===== src/rtl/multicycle_ctrl.sv =====
// Multi-cycle MIPS sequencing controller (Moore FSM: fetch/decode/execute/memory/write-back).
// Latency: outputs are combinational from state (plus mem_ready and zero); the state advances on each clk edge.
// Backpressure: FETCH, MEMRD and MEMWR hold their strobes and stall until mem_ready=1.
module multicycle_ctrl #(
  parameter bit MEM_WAIT_EN = 1'b1
) (
  input  logic       clk,
  input  logic       rst_n,
  input  logic [5:0] opcode,
  input  logic       zero,
  input  logic       mem_ready,
  output logic       pc_en,
  output logic       iord,
  output logic       mem_read,
  output logic       mem_write,
  output logic       ir_write,
  output logic [1:0] regdst,
  output logic [1:0] memtoreg,
  output logic       regwrite,
  output logic       alusrc_a,
  output logic [1:0] alusrc_b,
  output logic [1:0] aluop,
  output logic [1:0] pc_source,
  output logic       instr_done,
  output logic       illegal,
  output logic [3:0] state
);

  typedef enum logic [3:0] {
    S_FETCH  = 4'd0,
    S_DECODE = 4'd1,
    S_MEMADR = 4'd2,
    S_MEMRD  = 4'd3,
    S_MEMWB  = 4'd4,
    S_MEMWR  = 4'd5,
    S_EXEC   = 4'd6,
    S_RWB    = 4'd7,
    S_BRANCH = 4'd8,
    S_IEXEC  = 4'd9,
    S_IWB    = 4'd10,
    S_JAL    = 4'd11
  } state_t;

  localparam logic [5:0] OP_RTYPE = 6'b000000;
  localparam logic [5:0] OP_LW    = 6'b100011;
  localparam logic [5:0] OP_SW    = 6'b101011;
  localparam logic [5:0] OP_ADDI  = 6'b001000;
  localparam logic [5:0] OP_ANDI  = 6'b001100;
  localparam logic [5:0] OP_BEQ   = 6'b000100;
  localparam logic [5:0] OP_JAL   = 6'b000011;

  state_t cur_state;
  state_t nxt_state;
  logic   rdy;
  logic   pc_write;
  logic   pc_write_cond;

  // With waits disabled the memory is modelled as single-cycle.
  assign rdy = MEM_WAIT_EN ? mem_ready : 1'b1;

  // State register; reset always lands in FETCH, aborting any instruction in flight.
  always_ff @(posedge clk) begin
    if (!rst_n) cur_state <= S_FETCH;
    else        cur_state <= nxt_state;
  end

  // Next-state and Moore outputs; everything is forced low while reset is held.
  always_comb begin
    nxt_state     = S_FETCH;
    pc_write      = 1'b0;
    pc_write_cond = 1'b0;
    iord          = 1'b0;
    mem_read      = 1'b0;
    mem_write     = 1'b0;
    ir_write      = 1'b0;
    regdst        = 2'b00;
    memtoreg      = 2'b00;
    regwrite      = 1'b0;
    alusrc_a      = 1'b0;
    alusrc_b      = 2'b00;
    aluop         = 2'b00;
    pc_source     = 2'b00;
    instr_done    = 1'b0;
    illegal       = 1'b0;
    case (cur_state)
      S_FETCH: begin
        mem_read  = 1'b1;
        alusrc_b  = 2'b01;
        nxt_state = S_FETCH;
        if (rdy) begin
          ir_write  = 1'b1;
          pc_write  = 1'b1;
          nxt_state = S_DECODE;
        end
      end
      S_DECODE: begin
        alusrc_b = 2'b11;
        case (opcode)
          OP_RTYPE:        nxt_state = S_EXEC;
          OP_LW, OP_SW:    nxt_state = S_MEMADR;
          OP_ADDI, OP_ANDI: nxt_state = S_IEXEC;
          OP_BEQ:          nxt_state = S_BRANCH;
          OP_JAL:          nxt_state = S_JAL;
          default: begin
            nxt_state = S_FETCH;
            illegal   = 1'b1;
          end
        endcase
      end
      S_MEMADR: begin
        alusrc_a  = 1'b1;
        alusrc_b  = 2'b10;
        nxt_state = (opcode == OP_LW) ? S_MEMRD : S_MEMWR;
      end
      S_MEMRD: begin
        mem_read  = 1'b1;
        iord      = 1'b1;
        nxt_state = rdy ? S_MEMWB : S_MEMRD;
      end
      S_MEMWB: begin
        memtoreg   = 2'b01;
        regwrite   = 1'b1;
        instr_done = 1'b1;
      end
      S_MEMWR: begin
        mem_write  = 1'b1;
        iord       = 1'b1;
        instr_done = rdy;
        nxt_state  = rdy ? S_FETCH : S_MEMWR;
      end
      S_EXEC: begin
        alusrc_a  = 1'b1;
        aluop     = 2'b10;
        nxt_state = S_RWB;
      end
      S_RWB: begin
        regdst     = 2'b01;
        regwrite   = 1'b1;
        instr_done = 1'b1;
      end
      S_BRANCH: begin
        alusrc_a      = 1'b1;
        aluop         = 2'b01;
        pc_write_cond = 1'b1;
        pc_source     = 2'b01;
        instr_done    = 1'b1;
      end
      S_IEXEC: begin
        alusrc_a  = 1'b1;
        alusrc_b  = 2'b10;
        aluop     = (opcode == OP_ANDI) ? 2'b11 : 2'b00;
        nxt_state = S_IWB;
      end
      S_IWB: begin
        regwrite   = 1'b1;
        instr_done = 1'b1;
      end
      S_JAL: begin
        // PC already holds PC+4 from FETCH, so $31 gets the return address.
        regdst     = 2'b10;
        memtoreg   = 2'b10;
        regwrite   = 1'b1;
        pc_write   = 1'b1;
        pc_source  = 2'b10;
        instr_done = 1'b1;
      end
      default: nxt_state = S_FETCH;
    endcase
    if (!rst_n) begin
      pc_write      = 1'b0;
      pc_write_cond = 1'b0;
      iord          = 1'b0;
      mem_read      = 1'b0;
      mem_write     = 1'b0;
      ir_write      = 1'b0;
      regdst        = 2'b00;
      memtoreg      = 2'b00;
      regwrite      = 1'b0;
      alusrc_a      = 1'b0;
      alusrc_b      = 2'b00;
      aluop         = 2'b00;
      pc_source     = 2'b00;
      instr_done    = 1'b0;
      illegal       = 1'b0;
    end
  end

  // Branch enable follows the live zero flag in the same cycle.
  assign pc_en = pc_write | (pc_write_cond & zero);
  assign state = rst_n ? cur_state : 4'd0;

endmodule


===== config.mk =====
export PLATFORM = sky130hd
export DESIGN_NAME = multicycle_ctrl
export DESIGN_NICKNAME = d
export VERILOG_FILES = /design/src/rtl/multicycle_ctrl.sv
export SDC_FILE = /design/constraint.sdc
export NUM_CORES = 1
export LEC_CHECK = 0
export CAP_MARGIN = 20
export CELL_PAD_IN_SITES_DETAIL_PLACEMENT = 0
export CELL_PAD_IN_SITES_GLOBAL_PLACEMENT = 2
export CORE_UTILIZATION = 20
export CTS_CLUSTER_SIZE = 25
export DETAILED_ROUTE_END_ITERATION = 10
export PLACE_DENSITY = 0.83
export SLEW_MARGIN = 20
export SYNTH_ARGS = -nofsm -noshare
export SYNTH_HDL_FRONTEND = slang
export SYNTH_SLANG_ARGS = --single-unit

===== constraint.sdc =====
create_clock -name clk -period 3.1 [get_ports clk]
set_clock_uncertainty 0.05 [all_clocks]
set_input_delay 0.62 -clock clk [delete_from_list [all_inputs] [get_ports clk]]
set_output_delay 0.62 -clock clk [all_outputs]
set_load 0.05 [all_outputs]

# --- Yosys cells after proc, flatten, opt, wreduce, memory -nomap -nowiden ---
# Index checks and enable logic that the tools add are counted.
word_totals:
  regBits: 4
  in_bits: 10
  output_inout_bits: 23
  word_cells: 71
op_classes:
  eq_ne: 17
  muxes: 40
  bitwise: 2
  n_reduce_logical: 11
ops:
  columns: ["op", "n"]
  rows:
  - ["$pmux 4 s7", 1]
  - ["$mux 1", 21]
  - ["$pmux 4 s5", 1]
  - ["$eq 4x3->1 const B", 4]
  - ["$eq 4x4->1 const B", 4]
  - ["$eq 6x4->1 const B", 2]
  - ["$eq 6x6->1 const B", 2]
  - ["$mux 2", 6]
  - ["$pmux 2 s2", 3]
  - ["$pmux 2 s3", 2]
  - ["$reduce_or 2->1", 5]
  - ["$mux 3", 3]
  - ["$eq 4x2->1 const B", 2]
  - ["$reduce_or 4->1", 2]
  - ["$reduce_or 7->1", 1]
  - ["$eq 6x2->1 const B", 1]
  - ["$eq 6x3->1 const B", 1]
  - ["$logic_not 6->1", 1]
  - ["$reduce_or 5->1", 1]
  - ["$eq 4x1->1 const B", 1]
  - ["$logic_not 4->1", 1]
  - ["$mux 4", 1]
  - ["$pmux 1 s2", 2]
  - ["$and 1x1->1", 1]
  - ["$or 1x1->1", 1]

# --- Longest topological paths before layout ---
logic_depth:
  depth_word: 5
  depth_mapped: 6
  mapped_depth_nobuf: 4

# --- Worst setup path after synthesis ---
# OpenSTA, ideal clock, no wires.
synth_timing:
  path_kind: "reg-to-output"
  from: "register cur_state[1]"
  to: "output port instr_done"
  arrival_time_ns: 2.441
  required_time_ns: 2.430
  setup_slack_ns: -0.011
  stages_incl_launch_ff: 5
  path_buffers: 1
  path_cell_list: "dfxtp_1 > clkbuf_1 > nor2b_1 > o21a_1 > nor4b_1"
synth_via:
  elab_chain_len: 4
  elab_cells_between_ends: 9
  classes_between: "eq/ne (6); mux (2); reduce/logical (1)"
synth_lines:
  columns: ["item", "line", "source"]
  rows:
  - ["start, declared", "52", "state_t cur_state;"]
  - ["start signal, assigned", "64", "else cur_state <= nxt_state;"]
  - ["$eq 4x4->1 or $eq 4x3->1 (tied branches)", "85", "case (cur_state)"]
  - ["$reduce_or 5->1 (no line)", null, null]
  - ["$pmux 1 s2 (*)", "85", null]
  - ["$mux 1 (*)", "169", "if (!rst_n) begin"]
  - ["end, declared", "24", "output logic instr_done,"]
# Every way passes the cells marked *; elsewhere a longest branch is shown, timed or not.

# --- Worst setup path in the final report ---
layout_timing:
  from: "input port opcode[1]"
  to: "output port aluop[0]"
layout_via:
  elab_chain_len: 4
layout_lines:
  columns: ["item", "line", "source"]
  rows:
  - ["start, declared", "9", "input logic [5:0] opcode,"]
  - ["$eq 6x4->1", "151", "aluop = (opcode == OP_ANDI) ? 2'b11 : 2'b00;"]
  - ["$mux 2", "151", null]
  - ["$pmux 2 s3", "85", null]
  - ["$mux 2", "169", null]
  - ["end, declared", "22", "output logic [1:0] aluop,"]
# No other way between the ends.

==> metrics.txt <==
setup violators final=0; power per cell area=between 150 and 200 mW/mm²; min-delay src=cur_state[2]$_SDFF_PN0_; Yosys top cell area share=between 10% and 20%; Vias per Instance=4.63; Placer Congestion=about 0.81; area of the multi-input gates=~530 µm²; synth warn=0; switching pwr=0.0738 mW; crit path capture type=output port; Max Slew Vio Count=0; Tightest Pin Transition=between 600 and 700 ps; layout cells sized above 1=between 20% and 30%; most used routing layer=met2; setup repair after global routing missed its margin=false; FF-to-FF Start=cur_state[1]$_SDFF_PN0_; top cells by area, synth=dfxtp_1 13%, nor2_1 7.7%, and2_1 5.9%, nor2b_1 5.9%, nand2_1 5.3%; worst reg2reg setup slack=~1400 ps; Pint=0.143 mW; status=completed; diode count=0; TNS Setup=0 ps; R2R Path End=cur_state[2]$_SDFF_PN0_; CTS tree=yes; Comb pwr share=44.6%; number of global-route vias before repair=726; drt total wl=2.07 mm; Distinct cells, synth=38; DRC viols=0; Hold Crit Class=flop to flop; root buffer cell=clkbuf_4; Setup CP Type=input pin to output port; initial core utilization=21.0%; CTS Buf Count=3; number of nets in the layout=approximately 140; Hold Vio Cnt, Final=0; hold_buf cts=0; delay-heaviest family, CP=simple AND/OR/NAND/NOR gates; Yosys reg bits=4; worst vdd ir=85.7 µV; Area Overhead vs Synth=91.2%; number of setup buffers added after CTS=0; Top Registers=cur_state (4); worst rel slew slack=58.6%; Mapped Nets=109; flip-flop count of the largest register after layout=4; fillcell total=332; Switching Share=about a third; post-CTS sizing=0; number of routed nets with antenna violations=0; clock tree buffer depth=2; Buf/Inv on CP=2; antenna violations before repair=0; post-DP HPWL=1.64 mm; CP required=2430 ps; Hold Crit Endpoint=cur_state[2]$_SDFF_PN0_; register area share after synthesis=12.6%; max_cap viols=0; Largest stage delay, worst path=550 ps; Post-DP Area=around 0.0012 mm²; Chip Width=58.4 µm; number of DRC markers in iteration 0=11; hold path cells=3; largest area contributor in the netlist=dfxtp_1; final worst-path cycle share=a little over nine tenths; 1st-pass router iterations=4; grt met3 use=1.10%; CP max stage cell=or4_1; Setup crit start=opcode[1]; sequential share of power=a little over a quarter; final instance area=between 0.001 and 0.0015 mm²; Leak Pwr=~0.45 nW; die footprint=0.00341 mm²; Die H=between 50 and 60 µm; max frequency=approximately 330 MHz; first-pass GRT wire length=between 3 and 4 mm; crit path cell chain=clkdlybuf4s50_1, or4_1, or2_1, a211oi_2, buf_12; Post-Syn Area=around 640 µm²; io pins=33; largest net degree at the start of global routing=18; port buffer count=32; synthesized area per cell=~6.4 µm²; grt met2 use=between 20% and 30%; Startpoint Class=input pin; GR Overflow Total=0; Core Rows=20; DR vias=815; GRT met1 Usage=between 10% and 20%; Reg2Reg Depth=4; Seq. cell area=between 80 and 90 µm²; Post-Syn Instances=99; core area=0.00303 mm²; CP Max Fanout=2; Total GRT Usage=12.8%; Largest Register=cur_state; Worst EP arrival=approximately 2400 ps; Clock Sink Count=4; CTS clock-pin slew for the worst setup and hold paths=about 40 ps; H-tree depth reported by CTS=1; Clk network pwr share=28.6%; Avg WL per Cell=around 12 µm; worst skew pair latency=around 230 ps; Tmin final=3030 ps
[through the flow]
step                      utilization [%]  setup WS (ps)  cells  hold WS (ps)  total power, mW
after detailed placement             39.5           86.0    173           794            0.156
after global placement               39.5           79.0    173           760            0.155
final                                40.2           70.4    176           804            0.217
after floorplan                         -           32.5     99           570            0.105
after CTS                            40.2           75.8    176           800            0.221
after global routing                 40.2           24.2    176           867            0.231
[tightest hold or removal path: stages, from the launching register on]
cell and delay (ps):
dfxtp_1 450, o21ai_0 140, a21o_1 130, a31oi_1 70
[power groups by stage]
stage | Combinational [mW] | Clock [mW] | Sequential, mW
3_3_place_gp | 0.0964 | 0 | 0.0588
5_1_grt | 0.104 | 0.0684 | 0.0590
6_report | 0.0967 | 0.0619 | 0.0583
4_1_cts | 0.0972 | 0.0656 | 0.0582
2_1_floorplan | 0.0508 | 0 | 0.0540
3_5_place_dp | 0.0970 | 0 | 0.0589
[cells in the final DEF (no fill, tap or decap), types with 3 or more instances in the layout]
| master | count |
|---|---|
| a21oi_1 | 6 |
| and2_1 | 6 |
| buf_12 | 18 |
| buf_4 | 11 |
| clkbuf_4 | 3 |
| clkdlybuf4s50_1 | 9 |
| dfxtp_1 | 4 |
| nand2_1 | 9 |
| nand2b_1 | 4 |
| nor2_1 | 13 |
| nor2b_1 | 6 |
| nor3_1 | 5 |
| o21ai_1 | 3 |
[Yosys cell counts]
master and count:
or2_1 1, nor2_1 13, o21ai_1 3, and2_1 6, or4_1 1, a211oi_2 1
nand4_1 2, a21oi_1 6, and3_1 2, a31o_2 1, nor4_1 1, nand3_1 2
o2111ai_1 1, o311ai_1 1, a21o_1 2, dfxtp_1 4, clkbuf_1 5, nor4b_1 2
a31o_1 1, o21a_1 2, xnor2_1 1, buf_4 1, a22oi_1 1, o22ai_1 2
nor2b_1 6, buf_2 2, nand2_1 9, nand4b_1 1, a31oi_1 2, xor2_1 1
nor3_1 5, o21ai_0 1, nor3b_1 2, nand2b_1 4, or2b_1 1, nor4b_2 1
and3_2 1, nand2b_2 1
[cells by family after synthesis]
kind of cell / share of synthesized area (%)
AOI/OAI and AO/OA: 25.1
xor gates and xnor gates: 2.75
buffers and inverters: 5.70
DFF: 12.6
and+or+nand+nor: 53.8
[layer usage]
| metal | share of wire, % | vias up |
|---|---|---|
| li1 | - | 426 |
| met1 | 49 | 365 |
| met2 | 46 | 24 |
| met3 | 5.0 | 0 |
| met4 | 0 | 0 |
| met5 | 0 | - |
[how the worst max path moves through the flow]
stage                    end  slack, ps  depth (start not counted)
floorplan              pc_en         30                          3
global placement    aluop[0]         80                          5
detailed placement  aluop[0]         90                          5
CTS                 aluop[0]         80                          5
global route        aluop[0]         20                          5
finish              aluop[0]         70                          5
[area by class of cell]
class	count	area share, %
clock buffer	3	1.85
multi-input combinational	87	43.3
sequential	4	6.58
tap	44	4.52
timing repair buffer	38	43.8
No activity file was read; power rests on OpenSTA's default activity.
==> edit (config.mk and constraints unchanged) <==
Reset style: asynchronous (`rst_n`), changed in one clocked block.
--- a/src/rtl/multicycle_ctrl.sv
+++ b/src/rtl/multicycle_ctrl.sv
@@ -59,7 +59,7 @@
   assign rdy = MEM_WAIT_EN ? mem_ready : 1'b1;
 
   // State register; reset always lands in FETCH, aborting any instruction in flight.
-  always_ff @(posedge clk) begin
+  always_ff @(posedge clk or negedge rst_n) begin
     if (!rst_n) cur_state <= S_FETCH;
     else        cur_state <= nxt_state;
   end
Function: no difference found for any inputs over 10 cycles, from zero or initial values and one cycle with rst_n low; that may be too few to reach the edited logic, so the function may still have changed.
==> edit against the unedited design <==
- worst setup slack improved by 0.029 ns
- synthesized cell count decreased by 7.1%
- largest cell class unchanged
- wire length decreased by 0.48%
- die area decreased by 4.0%
- critical path depth increased by 1
- worst hold slack got worse by 0.12 ns
- the flow now finishes with violations (DRC)
- global-route usage increased by 0.65 points
- sequential cell count unchanged
- first-iteration DRC count increased to 3.9 times the old value
- fmax increased by 0.98%
- cell area decreased by 1.3%
- area after synthesis decreased by 4.1%
Power is not compared: it rests on default switching activity, and its combinational part moved more than twofold at a synthesized area within 25%.
==> edit: results (changes against the unedited design) <==
via_per_inst: 4.974  # +7.4%
fill_cells: 285  # -14%
min_path_type: "primary input to async pin"
grtUsageTotal_pct: 13.40  # +0.65 points
firstDrtPassIters: 7  # +3
tap_cells: 31  # -30%
drc: 6  # +6
synthTopCellsByCount: "nor2_1 (17), a21oi_1 (6), nand2_1 (6), nand2b_1 (6), nor2b_1 (6)"
crit_fanout: 4  # +2
status: "finished, violations left"
fin_nets: 137  # -4.9%
place_ws_ns: 0.1038  # +0.01786 ns
muxShareOfSynthArea_pct: 1.639  # +1.6 points
failed_checks: "DRC"
mappedNetlistNets: 102  # -6.4%
route.met2.wl_um: 959  # +1.5%
clk_share_pct: 1.875  # +0.025 points
dp_hpwl_um: 1630  # -0.64%
synth_async_sr_flop_share_pct: 100.0  # +100 points
synth-xor-area-share_pct: 0  # -2.8 points
met3_length_um: 152  # +46%
drive_gt1_share_pct: 31.20  # +2.4 points
grt_max_degree: 19  # +1
drt-met1-wl_um: 942  # -7.2%
postPlaceCellArea_um2: 1179  # -1.4%
synthCells: 92  # -7.1%
first_global_vias: 711  # -2.1%
yosysSeqAreaShare_pct: 16.39  # +3.8 points
## edit: cell count changes after synthesis, sizes merged, moves of 3 or more
cell,change
and2,-3
dfxtp,-4
and3,-3
inv,+5
nor2,+6
dfrtp,+4
nand2,-3
## edit: per-layer routing
layer,vias up,GRT usage [%]
li1,394,-
met2,35,22.35
met1,347,17.41
met3,0,2.721
met4,0,4.181
met5,-,0
## edit: path summary, 6_finish.rpt
path                                      to  slack (ns)  depth (start not counted)    startpoint
max in group asynchronous       cur_state[3]        2.18                          2         rst_n
min in group clk                cur_state[3]        0.73                          1  cur_state[2]
worst max register to register  cur_state[2]        1.39                          4  cur_state[1]
worst min register to register  cur_state[3]        0.73                          1  cur_state[2]
worst max-delay path                aluop[1]         0.1                          6     opcode[5]
worst min-delay path            cur_state[2]        0.69                          2         rst_n
## edit: critical path, cell delays in order
cell and delay [ns]:
clkdlybuf4s50_1 0.47, or4_1 0.54, nor2_2 0.12, nand4_1 0.14, a21oi_1 0.27, buf_12 0.17
